$ cat config.mk
export PLATFORM = sky130hd
export DESIGN_NAME = somador_seq
export DESIGN_NICKNAME = d
export VERILOG_FILES = /design/src/rtl/somador_pkg.sv /design/src/rtl/somador_seq.sv
export SDC_FILE = /design/constraint.sdc
export NUM_CORES = 1
export LEC_CHECK = 0
export ABC_AREA = 1
export CORE_MARGIN = 2
export CORE_UTILIZATION = 25
export CTS_CLUSTER_DIAMETER = 50
export DETAILED_ROUTE_END_ITERATION = 7
export PLACE_DENSITY = 0.52
export SYNTH_ARGS = -nofsm -noshare
export SYNTH_HDL_FRONTEND = slang
export SYNTH_SLANG_ARGS = --single-unit
$ cat constraint.sdc
create_clock -name clk -period 5.3 [get_ports clk]
set_input_delay 1.06 -clock clk [delete_from_list [all_inputs] [get_ports clk]]
set_output_delay 1.06 -clock clk [all_outputs]
set_load 0.05 [all_outputs]
$ cat src/rtl/somador_pkg.sv
// Shared types and defaults for the multi-precision somador sequencer.
package somador_pkg;

  typedef enum logic [1:0] {
    IDLE,
    ISSUE,
    WAIT,
    DONE
  } state_t;

  localparam logic OP_ADD = 1'b0;
  localparam logic OP_SUB = 1'b1;

  localparam int NBYTES_DEF  = 4;
  localparam int ADD_LAT_DEF = 1;

endpackage

$ cat src/rtl/somador_seq.sv
// Byte-serial add/subtract sequencer driving an external 8-bit somador.
// Operands are latched on accept; result held on a valid/ack handshake.
module somador_seq
  import somador_pkg::*;
#(
  parameter int NBYTES  = NBYTES_DEF,
  parameter int ADD_LAT = ADD_LAT_DEF
) (
  input  logic                  clk,
  input  logic                  rst,
  input  logic                  start_i,
  input  logic                  op_i,
  input  logic                  cin_i,
  input  logic [8*NBYTES-1:0]   a_i,
  input  logic [8*NBYTES-1:0]   b_i,
  output logic                  ready_o,
  output logic                  valid_o,
  input  logic                  ack_i,
  output logic [8*NBYTES-1:0]   result_o,
  output logic                  carry_o,
  output logic [7:0]            add_a_o,
  output logic [7:0]            add_b_o,
  output logic                  add_cin_o,
  input  logic [7:0]            add_sum_i,
  input  logic                  add_cout_i
);

  localparam int W = 8 * NBYTES;

  state_t         r_state;
  logic [W-1:0]   r_a;
  logic [W-1:0]   r_b;
  logic [W-1:0]   r_result;
  logic           r_carry;
  logic           r_cout;
  logic [2:0]     r_k;
  logic [1:0]     r_cnt;
  logic [7:0]     r_add_a;
  logic [7:0]     r_add_b;
  logic           r_add_cin;

  logic [W-1:0]   w_bx;
  logic           w_cin0;
  logic           w_last;
  logic [2:0]     w_knext;
  logic [5:0]     w_knext_ofs;
  logic [5:0]     w_k_ofs;

  // B is stored already inverted for subtract so the datapath only adds.
  assign w_bx        = (op_i == OP_SUB) ? ~b_i : b_i;
  assign w_cin0      = (op_i == OP_SUB) ? 1'b1 : cin_i;
  assign w_last      = (r_k == 3'(NBYTES - 1));
  assign w_knext     = r_k + 3'd1;
  assign w_k_ofs     = {r_k, 3'b000};
  assign w_knext_ofs = {w_knext, 3'b000};

  always_ff @(posedge clk or posedge rst) begin
    if (rst) begin
      r_state   <= IDLE;
      r_a       <= '0;
      r_b       <= '0;
      r_result  <= '0;
      r_carry   <= 1'b0;
      r_cout    <= 1'b0;
      r_k       <= '0;
      r_cnt     <= '0;
      r_add_a   <= '0;
      r_add_b   <= '0;
      r_add_cin <= 1'b0;
    end else begin
      r_add_a   <= '0;
      r_add_b   <= '0;
      r_add_cin <= 1'b0;
      unique case (r_state)
        IDLE: begin
          if (start_i) begin
            r_a       <= a_i;
            r_b       <= w_bx;
            r_carry   <= w_cin0;
            r_k       <= '0;
            r_add_a   <= a_i[7:0];
            r_add_b   <= w_bx[7:0];
            r_add_cin <= w_cin0;
            r_state   <= ISSUE;
          end
        end
        ISSUE: begin
          r_cnt   <= 2'(ADD_LAT);
          r_state <= WAIT;
        end
        WAIT: begin
          r_cnt <= r_cnt - 2'd1;
          if (r_cnt == 2'd1) begin
            r_result[w_k_ofs +: 8] <= add_sum_i;
            r_carry                <= add_cout_i;
            if (w_last) begin
              r_cout  <= add_cout_i;
              r_state <= DONE;
            end else begin
              // Next byte is issued straight from the adder's carry.
              r_k       <= w_knext;
              r_add_a   <= r_a[w_knext_ofs +: 8];
              r_add_b   <= r_b[w_knext_ofs +: 8];
              r_add_cin <= add_cout_i;
              r_state   <= ISSUE;
            end
          end
        end
        DONE: begin
          if (ack_i) r_state <= IDLE;
        end
        default: r_state <= IDLE;
      endcase
    end
  end

  assign ready_o   = (r_state == IDLE);
  assign valid_o   = (r_state == DONE);
  assign result_o  = r_result;
  assign carry_o   = r_cout;
  assign add_a_o   = r_add_a;
  assign add_b_o   = r_add_b;
  assign add_cin_o = r_add_cin;

endmodule

==> out/qor.csv <==
stage,metric,value,unit
synthesis,synth_top_area_share,52.55,%
status,outcome,completed,
power,p_int,2.907,mW
cells_and_area,nets,913,
cells_and_area,finalInstanceArea,0.007956,mm^2
die,dieArea,0.02428,mm^2
die,die_height,155.8,um
placed_design,place.port_buffers,130,
synthesis,async_reset_ff_share,100.0,%
timing,worst_pin_slew,976.7,ps
cts,numCtsBuffers,17,
timing,setup_viol,0,
cts,clkSinkCount,121,
cells_and_area,drive_gt1_share,7.995,%
power,ir_worst_vdd,180.3,uV
synthesis,synth_cell_types,28,
die,chipWidth,155.8,um
setup_path,critPathArrivalTime,2000,ps
setup_path,crit_required,4240,ps
timing,holdWs,475.7,ps
global_routing,grtUsageTotal,13.58,%
timing,fmax,326.5,MHz
power,leakage,3.822,nW
setup_path,path_max_fanout,4,
power,comb_power_share,42.5,%
cts,clk_path_buf_depth,2,
timing,finalHoldViolations,0,
synthesis,synthCells,705,
routing,drc,0,
synthesis,seq_area_frac_synth,52.55,%
die,initial_core_util,25.45,%
setup_path,end_kind,primary output,
placed_design,placed_area,0.007274,mm^2
timing,period_needed,3063,ps
hold_path,hold_path.class,reg -> reg,
timing,relSlewSlack,34.79,%
power,power_switching,2.059,mW
die,io_pins,131,
synthesis,synth_warnings,0,
timing,rsz0062_at_grt,false,
placed_design,dp_cells,1091,
synthesis,synth_edf_count,0,
cts,hold_buffers,0,
synthesis,yosys_most_used_dff,dfrtp_1,
hold_path,hold_depth,2,
power,fin_total_pwr,4.966,mW
setup_path,r2r_end,result_o[1],
cts,clk_pin_slew,60,ps
die,core_area,0.02264,mm^2
cts,cts_tree,done,
setup_path,ff2ff_setup_slack,2400,ps
setup_path,worstRegToRegCells,8,
cts,ctsResizeCount,0,
routing,ant_nets,0,
synthesis,synthTopCellsByArea,"dfrtp_1 53%, nand2_1 19%, o21ai_0 6.1%, inv_1 4.2%, xnor2_1 3.6%",
routing,dr.pass1.iters,7,
global_routing,antenna_found_initial,0,
cts,cts-root-buf,clkbuf_16,
routing,drt_iter0_markers,266,
cts,cts_max_level,4,
synthesis,synth_seq_cells,121,
power,swShare,41.46,%
synthesis,avgSynthCellArea,8.173,um^2
timing,finalSetupTns,0,ps
cts,cts_setup_buffers,0,
global_routing,grt_pass1_vias,4739,
cells_and_area,diodes,0,
die,num_rows,55,
placed_design,dp_hpwl,10.94,mm
placed_design,place.gp.congestion,0.7847,
setup_path,worstSetupPathType,reg -> out,
routing,wl,15.46,mm
power,power_frac_clock,27.0,%
cells_and_area,layout_common_cells,"283 x nand2_1, 129 x clkdlybuf4s50_1, 121 x dfrtp_1",
routing,vias,4649,
timing,finalClockSkew,7.079,ps
hold_path,worstHoldStart,result_o[16],
power,power_density,624.2,mW/mm^2
cells_and_area,layout_commonest_cell,nand2_1,
setup_path,rr_startpoint,r_k[0],
cells_and_area,layoutNonFillerInstCount,1123,
cts,insertion_delay,410,ps
global_routing,overflow,0,
hold_path,hold_end,result_o[16],
timing,drv_slew,0,
power,power_frac_seq,30.4,%
routing,vias_per_cell,4.140,
routing,avgRoutedWirePerCell,13.77,um
timing,fin_crit_sh,57.79,%
setup_path,worst_setup_path_start_kind,register,
synthesis,netlist_area,0.005762,mm^2
synthesis,syn_nets,793,
synthesis,yosysTopAreaCell,dfrtp_1,
job,cap_violations,0,
cells_and_area,areaGrowthSynthToFinish,38.09,%
global_routing,grt_max_degree,76,
global_routing,grt_pass1_wl,25.51,mm
==> sequential cells by signal, indices dropped and copies added, names as in the netlist <==
register / cells
r_a: 32
r_b: 32
result_o: 32
add_a_o: 8
add_b_o: 8
r_k: 3
r_cnt: 2
r_state: 2
add_cin_o: 1
carry_o: 1
==> synthesized netlist by cell type, types with 9 or more instances <==
master and count:
nand2_1 284, dfrtp_1 121, o21ai_0 70, inv_1 65
nand3_1 29, nor2_1 26, xnor2_1 24, o21ai_2 16
buf_2 13, clkbuf_1 11, a21oi_1 9, ha_1 9
==> layout make-up <==
cell class                      count  area [um^2]
Sequential cell                   121         3028
Tap cell                          285        356.6
Multi-Input combinational cell    483         2306
Clock inverter                     14        242.7
Inverter                           68        257.7
Timing Repair Buffer              134         1326
Clock buffer                       18        439.2
Fill cell                        2371        14680
==> kinds of logic (layout without fill, tap and decap cells) <==
| logic type | after synthesis | after routing | share of synthesized area (%) |
|---|---|---|---|
| simple gates | 353 | 353 | 24.82 |
| flops | 121 | 121 | 52.55 |
| buf+inv | 101 | 234 | 7.470 |
| compound gates | 97 | 97 | 9.555 |
| xor+xnor | 24 | 24 | 3.648 |
| fa+ha+maj | 9 | 9 | 1.954 |
==> through the flow <==
| step | util [%] | setup WS, ps |
|---|---|---|
| floorplan | - | 1026 |
| global placement | 32.13 | 1996 |
| detailed placement | 32.13 | 2032 |
| CTS | 35.14 | 2215 |
| global route | 35.14 | 2030 |
| finish | 35.14 | 2237 |
==> how the worst max path moves through the flow <==
stage / from / end / depth (start not counted)
2_1_floorplan: rst / add_a_o[0] / 1
3_3_place_gp: start_i / add_cin_o / 6
3_5_place_dp: start_i / add_cin_o / 6
4_1_cts: r_state[0] / ready_o / 3
5_1_grt: r_k[0] / result_o[2] / 8
6_report: r_state[0] / ready_o / 3
==> power groups by stage <==
stage / combinational [mW] / sequential (mW) / clock [mW]
after floorplan: 1.03 / 1.97 / 0
after global placement: 2.12 / 1.53 / 0
after detailed placement: 2.14 / 1.53 / 0
after CTS: 2.15 / 1.52 / 1.37
after global routing: 2.37 / 1.56 / 1.42
final: 2.11 / 1.51 / 1.34
==> critical path, stage by stage, from the launching register on <==
cell and delay, ps:
dfrtp_1 390, inv_1 110, ha_1 260, clkdlybuf4s50_1 840
==> per-layer routing <==
metal  global-route usage [%]  wire length [um]
met5                        0                 0
met4                    4.194               113
met3                    3.083               595
met2                    20.75              6972
met1                    19.13              7784
(Power assumes the default switching activity.)
